File: src/rtl/multicycle_control.sv
// Multi-cycle control FSM for the single-issue MIPS datapath: latches opcode/funct in DECODE
// and sequences FETCH/DECODE/EXEC/MEM/WB, driving every datapath control input as a Moore decode.
module multicycle_control #(
  parameter int HALT_ON_ILLEGAL = 1,
  parameter int MEM_WAIT        = 1
) (
  input  logic       clock,
  input  logic       reset,
  input  logic [5:0] opcode_in,
  input  logic [5:0] func_in,
  input  logic       alu_branch_in,
  input  logic       alu_jump_in,
  output logic       pc_en_out,
  output logic       inst_mux_sel_out,
  output logic       regfile_we_out,
  output logic       alu_mux_sel_out,
  output logic [5:0] alu_func_out,
  output logic       data_mem_re_out,
  output logic       data_mem_we_out,
  output logic [1:0] data_mem_size_out,
  output logic       data_mem_mux_sel_out,
  output logic       branch_taken_out,
  output logic       jump_out,
  output logic       halt_out,
  output logic [2:0] state_out
);

  typedef enum logic [2:0] {
    FETCH  = 3'd0,
    DECODE = 3'd1,
    EXEC   = 3'd2,
    MEM    = 3'd3,
    WB     = 3'd4,
    HALT   = 3'd7
  } state_t;

  localparam logic [5:0] OP_RTYPE = 6'h00;
  localparam logic [5:0] OP_J     = 6'h02;
  localparam logic [5:0] OP_JAL   = 6'h03;
  localparam logic [5:0] OP_BEQ   = 6'h04;
  localparam logic [5:0] OP_BNE   = 6'h05;
  localparam logic [5:0] OP_ADDI  = 6'h08;
  localparam logic [5:0] OP_ADDIU = 6'h09;
  localparam logic [5:0] OP_SLTI  = 6'h0A;
  localparam logic [5:0] OP_SLTIU = 6'h0B;
  localparam logic [5:0] OP_ANDI  = 6'h0C;
  localparam logic [5:0] OP_ORI   = 6'h0D;
  localparam logic [5:0] OP_XORI  = 6'h0E;
  localparam logic [5:0] OP_LB    = 6'h20;
  localparam logic [5:0] OP_LH    = 6'h21;
  localparam logic [5:0] OP_LW    = 6'h23;
  localparam logic [5:0] OP_LBU   = 6'h24;
  localparam logic [5:0] OP_LHU   = 6'h25;
  localparam logic [5:0] OP_SB    = 6'h28;
  localparam logic [5:0] OP_SH    = 6'h29;
  localparam logic [5:0] OP_SW    = 6'h2B;
  localparam logic [5:0] FN_JR    = 6'h08;

  localparam logic [1:0] MEM_LAST = 2'(MEM_WAIT - 1);

  function automatic logic f_legal(input logic [5:0] op, input logic [5:0] fn);
    logic ok;
    ok = 1'b0;
    case (op)
      OP_RTYPE: begin
        case (fn)
          6'h00, 6'h02, 6'h03, 6'h04, 6'h06, 6'h07, FN_JR,
          6'h20, 6'h21, 6'h22, 6'h23, 6'h24, 6'h25, 6'h26, 6'h27,
          6'h2A, 6'h2B: ok = 1'b1;
          default:      ok = 1'b0;
        endcase
      end
      OP_J, OP_JAL, OP_BEQ, OP_BNE, OP_ADDI, OP_ADDIU, OP_SLTI, OP_SLTIU,
      OP_ANDI, OP_ORI, OP_XORI, OP_LB, OP_LH, OP_LW, OP_LBU, OP_LHU,
      OP_SB, OP_SH, OP_SW: ok = 1'b1;
      default:             ok = 1'b0;
    endcase
    return ok;
  endfunction

  function automatic logic [5:0] f_alu_code(input logic [5:0] op, input logic [5:0] fn);
    logic [5:0] code;
    code = 6'h00;
    case (op)
      OP_RTYPE: code = fn;
      OP_ADDI, OP_ADDIU, OP_LB, OP_LH, OP_LW, OP_LBU, OP_LHU,
      OP_SB, OP_SH, OP_SW: code = 6'h21;
      OP_ANDI:  code = 6'h24;
      OP_ORI:   code = 6'h25;
      OP_XORI:  code = 6'h26;
      OP_SLTI:  code = 6'h2A;
      OP_SLTIU: code = 6'h2B;
      OP_BEQ:   code = 6'h30;
      OP_BNE:   code = 6'h31;
      OP_J, OP_JAL: code = 6'h32;
      default:  code = 6'h00;
    endcase
    return code;
  endfunction

  function automatic logic f_is_load(input logic [5:0] op);
    return (op == OP_LB) || (op == OP_LH) || (op == OP_LW) ||
           (op == OP_LBU) || (op == OP_LHU);
  endfunction

  function automatic logic f_is_store(input logic [5:0] op);
    return (op == OP_SB) || (op == OP_SH) || (op == OP_SW);
  endfunction

  function automatic logic f_is_branch(input logic [5:0] op);
    return (op == OP_BEQ) || (op == OP_BNE);
  endfunction

  function automatic logic f_is_jump(input logic [5:0] op, input logic [5:0] fn);
    return (op == OP_J) || (op == OP_JAL) || ((op == OP_RTYPE) && (fn == FN_JR));
  endfunction

  function automatic logic [1:0] f_mem_size(input logic [5:0] op);
    logic [1:0] sz;
    case (op)
      OP_LH, OP_LHU, OP_SH: sz = 2'b01;
      OP_LW, OP_SW:         sz = 2'b11;
      default:              sz = 2'b00;
    endcase
    return sz;
  endfunction

  state_t     state, state_nxt;
  logic [5:0] op_q, fn_q;
  logic       ill_q;
  logic [1:0] mem_cnt;

  // Jump resolution comes from the latched opcode; the ALU's indication is informational only.
  logic unused_alu_jump;
  assign unused_alu_jump = alu_jump_in;

  logic       is_ld, is_st, is_br, is_jmp, is_r;
  logic [5:0] code_q;
  logic [1:0] size_q;

  always_comb begin
    is_ld  = f_is_load(op_q);
    is_st  = f_is_store(op_q);
    is_br  = f_is_branch(op_q);
    is_jmp = f_is_jump(op_q, fn_q);
    is_r   = (op_q == OP_RTYPE) && !ill_q;
    code_q = ill_q ? 6'h00 : f_alu_code(op_q, fn_q);
    size_q = f_mem_size(op_q);
  end

  always_ff @(posedge clock) begin
    if (reset) state <= FETCH;
    else       state <= state_nxt;
  end

  // Instruction latch and load wait counter.
  always_ff @(posedge clock) begin
    if (reset) begin
      op_q    <= 6'h00;
      fn_q    <= 6'h00;
      ill_q   <= 1'b0;
      mem_cnt <= 2'd0;
    end else begin
      if (state == DECODE) begin
        op_q  <= opcode_in;
        fn_q  <= func_in;
        ill_q <= !f_legal(opcode_in, func_in);
      end
      if ((state == MEM) && is_ld && (mem_cnt != MEM_LAST)) mem_cnt <= mem_cnt + 2'd1;
      else                                                   mem_cnt <= 2'd0;
    end
  end

  always_comb begin
    state_nxt = state;
    case (state)
      FETCH:  state_nxt = DECODE;
      DECODE: begin
        if (f_legal(opcode_in, func_in)) state_nxt = EXEC;
        else if (HALT_ON_ILLEGAL != 0)   state_nxt = HALT;
        else                             state_nxt = WB;
      end
      EXEC: begin
        if (is_br || is_jmp)     state_nxt = FETCH;
        else if (is_ld || is_st) state_nxt = MEM;
        else                     state_nxt = WB;
      end
      MEM: begin
        if (is_st)                    state_nxt = FETCH;
        else if (mem_cnt == MEM_LAST) state_nxt = WB;
      end
      WB:      state_nxt = FETCH;
      HALT:    state_nxt = HALT;
      default: state_nxt = FETCH;
    endcase
  end

  always_comb begin
    pc_en_out            = 1'b0;
    inst_mux_sel_out     = 1'b0;
    regfile_we_out       = 1'b0;
    alu_mux_sel_out      = 1'b0;
    alu_func_out         = 6'h00;
    data_mem_re_out      = 1'b0;
    data_mem_we_out      = 1'b0;
    data_mem_size_out    = 2'b00;
    data_mem_mux_sel_out = 1'b0;
    branch_taken_out     = 1'b0;
    jump_out             = 1'b0;
    halt_out             = 1'b0;
    state_out            = state;
    case (state)
      EXEC: begin
        alu_func_out    = code_q;
        alu_mux_sel_out = !is_r && !is_br && !ill_q;
        if (is_br) begin
          pc_en_out        = 1'b1;
          branch_taken_out = alu_branch_in;
        end
        if (is_jmp) begin
          pc_en_out = 1'b1;
          jump_out  = 1'b1;
        end
      end
      MEM: begin
        alu_func_out      = code_q;
        alu_mux_sel_out   = 1'b1;
        data_mem_size_out = size_q;
        data_mem_re_out   = is_ld;
        if (is_st) begin
          data_mem_we_out = 1'b1;
          pc_en_out       = 1'b1;
        end
      end
      WB: begin
        alu_func_out         = code_q;
        alu_mux_sel_out      = !is_r && !ill_q;
        data_mem_size_out    = size_q;
        pc_en_out            = 1'b1;
        regfile_we_out       = !ill_q;
        inst_mux_sel_out     = is_r;
        data_mem_mux_sel_out = is_ld && !ill_q;
      end
      HALT:    halt_out = 1'b1;
      default: ;
    endcase
    // A reset arriving mid-instruction must not let a strobe escape in its own cycle.
    if (reset) begin
      pc_en_out        = 1'b0;
      regfile_we_out   = 1'b0;
      data_mem_re_out  = 1'b0;
      data_mem_we_out  = 1'b0;
      branch_taken_out = 1'b0;
      jump_out         = 1'b0;
    end
  end

endmodule

File: config.mk
export PLATFORM = sky130hd
export DESIGN_NAME = multicycle_control
export DESIGN_NICKNAME = d
export VERILOG_FILES = /design/src/rtl/multicycle_control.sv
export SDC_FILE = /design/constraint.sdc
export NUM_CORES = 1
export LEC_CHECK = 0
export CAP_MARGIN = 10
export CORE_MARGIN = 5
export CORE_UTILIZATION = 62
export DETAILED_ROUTE_END_ITERATION = 8
export DONT_BUFFER_PORTS = 1
export GPL_TIMING_DRIVEN = 0
export PLACE_DENSITY = 0.77
export SLEW_MARGIN = 5
export SYNTH_ARGS = -nofsm -noshare
export SYNTH_HDL_FRONTEND = slang
export SYNTH_SLANG_ARGS = --single-unit
File: constraint.sdc
create_clock -name clock -period 2.5 [get_ports clock]
set_clock_uncertainty 0.2 [all_clocks]
set_input_delay 0.5 -clock clock [delete_from_list [all_inputs] [get_ports clock]]
set_output_delay 0.5 -clock clock [all_outputs]
set_load 0.02 [all_outputs]
# --- Word-level counts from Yosys, hierarchy flattened ---
# Memories as Yosys holds them, arrays and structs flattened.
# Cells that the tools add are included.
op_classes:
  eq_ne: 45
  n_reduce_logical: 36
  bitwise_logic: 1
  muxes: 37
  add_sub_neg: 1
op_table:
  columns: ["operator", "n"]
  rows:
  - ["$eq A6 B6 Y1 const B", 16]
  - ["$eq A6 B4 Y1 const B", 15]
  - ["$pmux W6 S10", 1]
  - ["$eq A6 B2 Y1 const B", 4]
  - ["$eq A6 B3 Y1 const B", 4]
  - ["$mux W1", 22]
  - ["$reduce_or A19 Y1", 1]
  - ["$mux W3", 5]
  - ["$pmux W3 S5", 1]
  - ["$logic_not A6 Y1", 2]
  - ["$mux W6", 2]
  - ["$logic_or A1 B1 Y1", 11]
  - ["$reduce_or A10 Y1", 1]
  - ["$logic_and A1 B1 Y1", 8]
  - ["$reduce_or A2 Y1", 4]
  - ["$eq A3 B2 Y1 const B", 2]
  - ["$eq A3 B3 Y1 const B", 2]
  - ["$pmux W1 S3", 2]
  - ["$reduce_or A3 Y1", 2]
  - ["$logic_not A1 Y1", 4]
  - ["$pmux W1 S2", 2]
  - ["$pmux W2 S2", 1]
  - ["$eq A3 B1 Y1 const B", 1]
  - ["$logic_not A3 Y1", 1]
  - ["6 further kinds", 6]
word_totals:
  rom_bits: 128
  memories: 2
  wordCells: 127
  output_inout_bits: 21
  regBits: 18
memory_table:
  columns: ["name", "depth", "width", "rd", "rd_clocked_by_memory_dff", "write_ports", "line", "rtl"]
  rows:
  - ["(name not given)", 64, 1, 1, 0, 0, "66", "case (fn)"]
  - ["(name not given)", 64, 1, 1, 0, 0, "66", null]

# --- Depth between registers and ports, before layout ---
# Gate-level depths: netlist (run 1).
depth:
  word_depth: 9
  depth_mapped: 6

# --- Worst setup path before layout (run 1) ---
# OpenSTA, ideal clock, no wires.
synth_path:
  path_type: "register -> output"
  startpoint: "register state[0] (netlist: state_out[0])"
  endpoint: "output port alu_func_out[2]"
  stages_incl_launch_ff: 6
  t_arrival_ns: 2.134
  setup_slack_ns: -0.334
  n_path_buf: 1
  cell_sequence: "dfxtp_1 > buf_2 > nor2_1 > nand2_1 > a21o_1 > a2111oi_0"
synth_via:
  elab_chain_cells: 3
  elab_cells_between_ends: 5
synth_rtl:
  columns: ["element", "line", "rtl"]
  rows:
  - ["start: declaration", "128", "state_t state, state_nxt;"]
  - ["start signal: assignment", "153", "else state <= state_nxt;"]
  - ["$eq A3 B2 Y1 / $eq A3 B3 Y1 (equally long branches)", "212", "case (state)"]
  - ["$reduce_or A3 Y1 (no source line) *", null, null]
  - ["$mux W6 *", "212", null]
  - ["end: declaration", "17", "output logic [5:0] alu_func_out,"]
# Every way passes the cells marked *; elsewhere a longest branch is shown, timed or not.

# --- Final worst setup path (run 1) ---
layout_path:
  startpoint: "register op_q[2]"
  endpoint: "output port alu_func_out[2]"
layout_via:
  elab_chain_cells: 5
  elab_cells_between_ends: 25
layout_rtl:
  columns: ["element", "line", "rtl"]
  rows:
  - ["start: declaration", "129", "logic [5:0] op_q, fn_q;"]
  - ["start signal: assignment", "165", "op_q <= opcode_in;"]
  - ["$eq A6 B6 Y1 (tied with other cells)", "84", "case (op)"]
  - ["$reduce_or A10 Y1 / $reduce_or A2 Y1 (equally long branches)", "84", null]
  - ["$pmux W6 S10 *", "84", null]
  - ["$mux W6 *", "147", "code_q = ill_q ? 6'h00 : f_alu_code(op_q, fn_q);"]
  - ["$mux W6 *", "212", null]
# Marks and branches as above.

==> impl_metrics.ini, run 1 <==
[status]
status = finished with violations
violations = setup timing

[placement]
hpwl_mm = 2.716
io_buffers = 0
gp_congestion = 0.8910
place_inst = 210
placed_area_um2 = 1363

[floorplanning]
dieArea_um2 = 3144
ios = 37
die_width_um = 56.08
start_util_pct = 65.75
coreArea_um2 = 2002
die_h_um = 56.08
row_count = 16

[clocking]
cts_tree = done
hold_buffers = 0
cts.sinks = 18
numCtsBuffers = 3
insertion_delay_ps = 300
max-clock-path-buffers = 2
h-tree-depth = 1
cts.clk_slew.worst_paths_ps = 110
cts_root_buffer = clkbuf_4

[critical_path]
start_kind = flop
r2r_start = state_out[2]
crit_required_ps = 1800
critical_path_arrival_ps = 1990
r2r_end = mem_cnt[0]
crit_chain = buf_2, nor4b_2, o21ai_2, a2111oi_4
slowest_stage = a2111oi_4
path_max_fanout = 10
cp-end-kind = output port
slowest_delay_ps = 590
r2r_setup_slack_ps = 490
critical_path.top_delay_family = compound AO/OA/AOI/OAI gates
crit_type = reg2out
reg2reg_depth = 5
path_buf_inv = 1

[yosys]
yosysWarningCount = 0
ys_types = 47
synthesis.instances = 183
yosysSeqAreaShare_pct = 27.38
synth_edf_count = 0
synth_ff_type = dfxtp_1
synth_top_area_share_pct = 27.38
async_flop_share_pct = 0
yosysTopAreaCell = dfxtp_1
synth_area_um2 = 1316
synth.avg_cell_area_um2 = 7.193
synth_fp_nets = 200
synth_seq_cells = 18
synth_area_leaders = dfxtp_1, nand2_1, a21oi_1

[route]
ant_nets = 0
drc = 0
avgViaCountPerCell = 7.178
avgRoutedWirePerCell_um = 22.48
wirelength_mm = 5.058
drtIter0Drc = 157
drtPass1Iterations = 7
vias = 1615

[grt]
antenna_found_initial = 0
gr-total-overflow = 0
grt_pass1_vias = 1494
grt_max_degree = 11
grtUsageTotal_pct = 28.26
grt_pass1_wl_mm = 7.217

[finish]
areaGrowthSynthToFinish_pct = 33.17
multi_input_area_um2 = 1111
final_cell_area_um2 = 1753
final_cell_mix = nand2_1, a21oi_1, buf_4, dfxtp_1, nor2_1
utilization_pct = 87.56
drive_gt1_share_pct = 33.33
seq_area_um2 = 386.6
layout_commonest_cell = nand2_1
antenna_cells = 0
fillers = 100
final_nets = 216
instances_no_fill = 225

[sta]
rsz0062_at_grt = true
fin_crit_sh_pct = 107.4
setup_tns_ps = -531.9
whs_ps = 116.3
slew_headroom_pct = 47.76
finalHoldViolations = 0
worstMarginPinSlew_ps = 777.5
setup_violations = 8
finalWorstSetupSlack_ps = -185.3
fmax_mhz = 372.4
slew_viol_final = 0
finalCriticalPeriod_ps = 2685

[run]
drv_cap = 0

[worst_hold_path]
holdPathEnd = fn_q[2]
min_path_type = in2reg
worstHoldStart = func_in[2]
hold_depth = 2

[pwr]
powerDensity_nw_per_um2 = 1204
p_comb_share_pct = 64.8
ir_drop_uv = 1050
power_frac_seq_pct = 26.5
p_sw_share_pct = 50.89
leakagePower_nw = 0.5740
p_sw_mw = 1.074
internal_power_mw = 1.037
clock_power_share_pct = 8.7
## synthesized netlist by cell type, drive strengths merged (2+ instances only)
library cell / number
clkbuf: 8
nor4: 2
and3: 2
o21a: 2
nand3: 3
a211o: 2
inv: 5
buf: 4
or2: 2
a31oi: 4
nor2b: 4
o211ai: 2
a21oi: 17
nor4b: 3
a22oi: 3
nor3b: 5
o21ai: 6
nor2: 12
nor3: 11
nand2: 30
xor2: 2
a211oi: 3
nand2b: 9
and2: 2
dfxtp: 18
a21o: 5
## worst reg2reg max path: cells and delay by family, from the launching register on
kind	cells	cell delay, ps
buffers and inverters	2	400
and+or+nand+nor	3	940
DFF	1	390
## power groups by stage
stage	Sequential, mW	Combinational, mW	Clock [mW]
floorplan	0.454	0.680	0
global placement	0.478	0.800	0
CTS	0.523	1.24	0.182
global route	0.568	1.44	0.196
detailed placement	0.479	0.827	0
finish	0.559	1.37	0.183
## flip-flops by register name, indices dropped and copies added (netlist names)
signal     count
fn_q           6
mem_cnt        2
op_q           6
ill_q          1
state_out      3
## metrics by stage
stage	worst slack, ps	total power [mW]
floorplan	30.75	1.134
global placement	-148.1	1.278
detailed placement	-159.8	1.306
CTS	0.5407	1.940
global route	-272.8	2.204
finish	-185.3	2.111
## per-layer routing
layer	track usage (%)	wire (um)	vias to the layer above
li1	-	-	697
met1	34.79	1909	742
met2	46.58	2378	137
met3	6.497	505	39
met4	12.54	265	0
met5	0	0	-
## how the worst max path moves through the flow
stage	start	end	slack, ps	cells after the start
finish	op_q[2]	alu_func_out[2]	-190	4
global placement	state_out[0]	alu_func_out[3]	-150	5
CTS	op_q[1]	data_mem_re_out	0.5	4
floorplan	state_out[0]	alu_func_out[3]	30	5
detailed placement	state_out[0]	alu_func_out[3]	-160	5
global route	op_q[2]	alu_func_out[2]	-270	4
## repair_timing
item,4_1_cts,5_1_grt
endpoints found under the setup margin,14,15
pin swaps,11,8
setup buffers,10,3
resized for setup,53,13
## logic make-up (layout without fill, tap and decap cells)
kind of cell	count (synthesis)	after routing	synth area share [%]
AO/OA/AOI/OAI	53	53	27.47
flip-flops	18	18	27.38
XOR/XNOR	2	2	1.331
AND/OR/NAND/NOR	91	91	36.22
adder cells (fa/ha/maj)	1	1	0.9504
buffers and inverters	17	32	5.893
multiplexers	1	1	0.7605
## cell type report
| cell class | count | share of cell area (%) |
|---|---|---|
| Clock buffer | 4 | 2.070 |
| Timing Repair Buffer | 13 | 6.281 |
| Buffer | 10 | 3.212 |
| Sequential cell | 18 | 22.06 |
| Tap cell | 27 | 1.927 |
| Inverter | 5 | 1.071 |
| Multi-Input combinational cell | 148 | 63.38 |
(Power assumes the default switching activity.)
==> run 2, diff against run 1 <==
--- a/config.mk
+++ b/config.mk
@@ -12,6 +12,7 @@
 export DONT_BUFFER_PORTS = 1
 export GPL_TIMING_DRIVEN = 0
 export PLACE_DENSITY = 0.77
+export REMOVE_ABC_BUFFERS = 1
 export SLEW_MARGIN = 5
 export SYNTH_ARGS = -nofsm -noshare
 export SYNTH_HDL_FRONTEND = slang
==> impl_metrics.ini, run 2 (synthesized netlist as in run 1, its figures left out) <==
[clocking]
cts.clk_slew.worst_paths_ps = 100
cts_root_buffer = clkbuf_4
hold_buffers = 0
numCtsBuffers = 3
max-clock-path-buffers = 2
cts_tree = done
cts.sinks = 18
insertion_delay_ps = 290
h-tree-depth = 1

[floorplanning]
coreArea_um2 = 2002
dieArea_um2 = 3144
ios = 37
die_width_um = 56.08
row_count = 16
die_h_um = 56.08
start_util_pct = 65.75

[sta]
finalHoldViolations = 0
slew_viol_final = 0
slew_headroom_pct = 20.94
setup_violations = 6
finalWorstSetupSlack_ps = -188.7
fin_crit_sh_pct = 107.5
finalCriticalPeriod_ps = 2689
worstMarginPinSlew_ps = 1183
setup_tns_ps = -592.8
fmax_mhz = 371.9
rsz0062_at_grt = true

[worst_hold_path]
holdPathEnd = op_q[1]
min_path_type = in2reg
worstHoldStart = reset
hold_depth = 1

[placement]
placed_area_um2 = 1292
place_ws_ps = -268.4
hpwl_mm = 2.385
gp_congestion = 0.8800
place_inst = 198
io_buffers = 0

[finish]
fillers = 95
areaGrowthSynthToFinish_pct = 32.79
final_cell_area_um2 = 1748
drive_gt1_share_pct = 34.87
antenna_cells = 0
final_nets = 214
instances_no_fill = 222
utilization_pct = 87.31
layout_commonest_cell = nand2_1
final_cell_mix = nand2_1, buf_4, a21oi_1, nor2_1, dfxtp_1

[critical_path]
critical_path_arrival_ps = 1990
start_kind = flop
r2r_end = op_q[5]
crit_type = reg2out
reg2reg_depth = 3
cp-end-kind = output port
r2r_start = state_out[0]
crit_required_ps = 1800
path_max_fanout = 10
r2r_setup_slack_ps = 410

[grt]
grt_pass1_vias = 1400
grt_max_degree = 22
grt_pass1_wl_mm = 6.327
antenna_found_initial = 0
grtUsageTotal_pct = 24.49
gr-total-overflow = 0

[pwr]
leakagePower_nw = 0.5826
ir_drop_uv = 765.0
powerDensity_nw_per_um2 = 1160

[route]
wirelength_mm = 5.242
drtIter0Drc = 228
ant_nets = 0
avgRoutedWirePerCell_um = 23.61
top_layer_used = met4
drc = 0
vias = 1656
drtPass1Iterations = 5
met3_length_um = 778
wl_met2_mm = 2.278
avgViaCountPerCell = 7.459
met1_length_mm = 1.872

[run]
drv_cap = 0

[status]
violations = setup timing
status = finished with violations
## run 2: worst max path at each step
stage          slack, ps  cells past startpoint         endpoint         start
2_1_floorplan       -280                      4  alu_func_out[2]  state_out[0]
3_3_place_gp        -530                      4  alu_func_out[2]       op_q[1]
3_5_place_dp        -270                      4  alu_func_out[2]       op_q[1]
4_1_cts              -50                      4        pc_en_out       op_q[2]
5_1_grt             -330                      4        pc_en_out       op_q[3]
6_report            -190                      4        pc_en_out       op_q[3]
## run 2: layout make-up
cell class	instances	area, um2	area share, %
inverter	5	18.77	1.074
clock buffer	3	22.52	1.288
timing repair buffer	21	165.2	9.449
sequential	18	389.1	22.26
multi-input combinational	148	1119	63.99
tap	27	33.78	1.933
## run 2: routing by layer
metal	GRT usage, %	up-vias
met5	0	-
met4	10.51	0
met3	8.121	33
met2	41.24	165
met1	27.99	768
li1	-	690
## run 2: through the flow
step	power (mW)	hold slack (ps)
2_1_floorplan	1.064	197.9
3_3_place_gp	1.197	206.8
3_5_place_dp	1.222	222.1
4_1_cts	1.603	47.43
5_1_grt	2.114	47.88
6_report	2.027	52.63
## run 2: report_power, final
group | switching [mW] | internal, mW
Sequential | 0.210 | 0.388
Clock | 0.0833 | 0.0559
Combinational | 0.795 | 0.496
## run 2: worst max-delay path, cell delays in order (launching register included)
cell and delay [ps]:
dfxtp_4 410, nor3_1 510, a21oi_2 130, a221o_1 400, a21oi_4 240
## run 2: what timing repair did
action / 4_1_cts / 5_1_grt
pin swaps: 4 / 8
gates cloned: 0 / 0
gates resized for setup: 34 / 32
setup endpoints to repair: 14 / 12
buffers inserted: 6 / 15
endpoints found under the hold margin: 0 / 0
==> patch, RTL diff (config.mk and constraints of run 2) <==
Reset style: asynchronous (`reset`), changed in 2 clocked blocks.
--- a/src/rtl/multicycle_control.sv
+++ b/src/rtl/multicycle_control.sv
@@ -148,13 +148,13 @@
     size_q = f_mem_size(op_q);
   end
 
-  always_ff @(posedge clock) begin
+  always_ff @(posedge clock or posedge reset) begin
     if (reset) state <= FETCH;
     else       state <= state_nxt;
   end
 
   // Instruction latch and load wait counter.
-  always_ff @(posedge clock) begin
+  always_ff @(posedge clock or posedge reset) begin
     if (reset) begin
       op_q    <= 6'h00;
       fn_q    <= 6'h00;
Formal check against the unedited RTL: differs if reset is asserted again (counterexample within 4 cycles, from zero or initial values and one cycle with reset high); with reset held inactive, the same outputs for 10 cycles.
==> patch against run 2 <==
The run ends with negative hold slack, negative setup slack left. Cell count decreased by 9.0%. Area after synthesis increased by 4.6%. Design area rose by 2.5%. Total power grew 21%. Hold slack got worse by 0.064 ns. Register-to-register slack worse by 0.19 ns. Sequential cell count unchanged. Worst setup slack got worse by 0.038 ns. Wire length decreased by 14%. Count of clock-buffer cells in the layout increased by 1. Synthesized cell count fell by 12%.
==> patch: results (changes against run 2) <==
- DR WL met3: 351 um (was 778 um)
- Drt first pass iters: 4 (was 5)
- Post-cts resize count: 32 (was 34)
- Setup TNS: -1.77 ns (was -0.593 ns)
- Starting DRT DRC Count: 72 (was 228)
- Synth area leaders: dfrtp_1 33%, mux2_2 9.0%, nor2_1 4.1% (was dfxtp_1 27%, nand2_1 8.6%, a21oi_1 6.5%)
- Post-synth top cells: 18 x dfrtp_1, 15 x nor2_1, 11 x mux2_2, 11 x nor3_1, 9 x o21ai_0 (was 30 x nand2_1, 18 x dfxtp_1, 17 x a21oi_1)
- Failing checks: negative hold slack, negative setup slack (was negative setup slack)
- Critical-path top delay cell: dfrtp_4 (was nor3_1)
- Final setup vio count: 12 (was 6)
- Placed instance area: 0.00136 sq mm (was 0.00129 sq mm)
- Crit path max-delay family: simple AND/OR/NAND/NOR gates (was compound AO/OA/AOI/OAI gates)
- Worst hold slack: -0.0114 ns (was 0.0526 ns)
- Hpwl dp: 2.40 mm (was 2.38 mm)
- Crit path DAT: 2.03 ns (was 1.99 ns)
- Vias per cell: 7.04 (was 7.46)
- Synth Flop Type: dfrtp_1 (was dfxtp_1)
- Hold Vio Cnt, Final: 18 (was 0)
- Worst-path maximum fanout: 11 (was 10)
- Tightest Pin Transition: 0.997 ns (was 1.18 ns)
- Hold Path Class: input pin to asynchronous set/reset pin (was input pin to flop)
- Setup ws final: -0.227 ns (was -0.189 ns)
- Place WS: -0.356 ns (was -0.268 ns)
- FFs w/ async S/R, synth: 1.00 (was 0)
- Placer Congestion: 0.831 (was 0.880)
- DR WL/cell: 22.2 um (was 23.6 um)
- Status: finished, violations left (unchanged)
- Netlist cell types: 46 (was 47)
- Worst VDD drop: 1.04 mV (was 0.765 mV)
- Via count: 1423 (was 1656)
- Met1 usage: 0.257 (was 0.280)
- Global-route track usage on met3: 0.0679 (was 0.0812)
- First-pass GRT wire length: 5.71 mm (was 6.33 mm)
- Postcts setup bufs: 12 (was 6)
- Worst-Skew Late Latency: 0.31 ns (was 0.29 ns)
- Slowest stage delay, CP: 0.55 ns (was 0.51 ns)
- Routed wl met2: 2.30 mm (was 2.28 mm)
## patch: area by class of cell
cell class              instances  area [sq um]
fillers                       135           378
repair buffers                 21           168
clock buffers                   4          36.3
inverters                       7          26.3
multi-input cells             124          1060
well taps                      28          35.0
flip-flops and latches         18           467
## patch: path summary, 6_finish.rpt
path | start | end | slack, ns
max | op_q[2] | alu_func_out[1] | -0.23
min | reset | mem_cnt[0] | -0.01
max reg2reg | state_out[0] | state_out[0] | 0.22
min reg2reg | mem_cnt[0] | mem_cnt[0] | 0.26
max in group asynchronous | reset | op_q[1] | 1.57
min in group clock | opcode_in[3] | op_q[3] | 0.10
## patch: logic make-up after synthesis
kind of cell / synth area share
and+or+nand+nor: 0.302
AOI/OAI and AO/OA: 0.200
xor gates and xnor gates: 0.00636
buffers and inverters: 0.0582
adders and majority gates: 0.00909
muxes: 0.0973
DFF: 0.327
## patch: report_power, final
part           total, uW  switching, uW  internal, uW
logic               1590            909           680
clock network        190            101          89.3
registers            678            232           446
total               2460           1240          1220
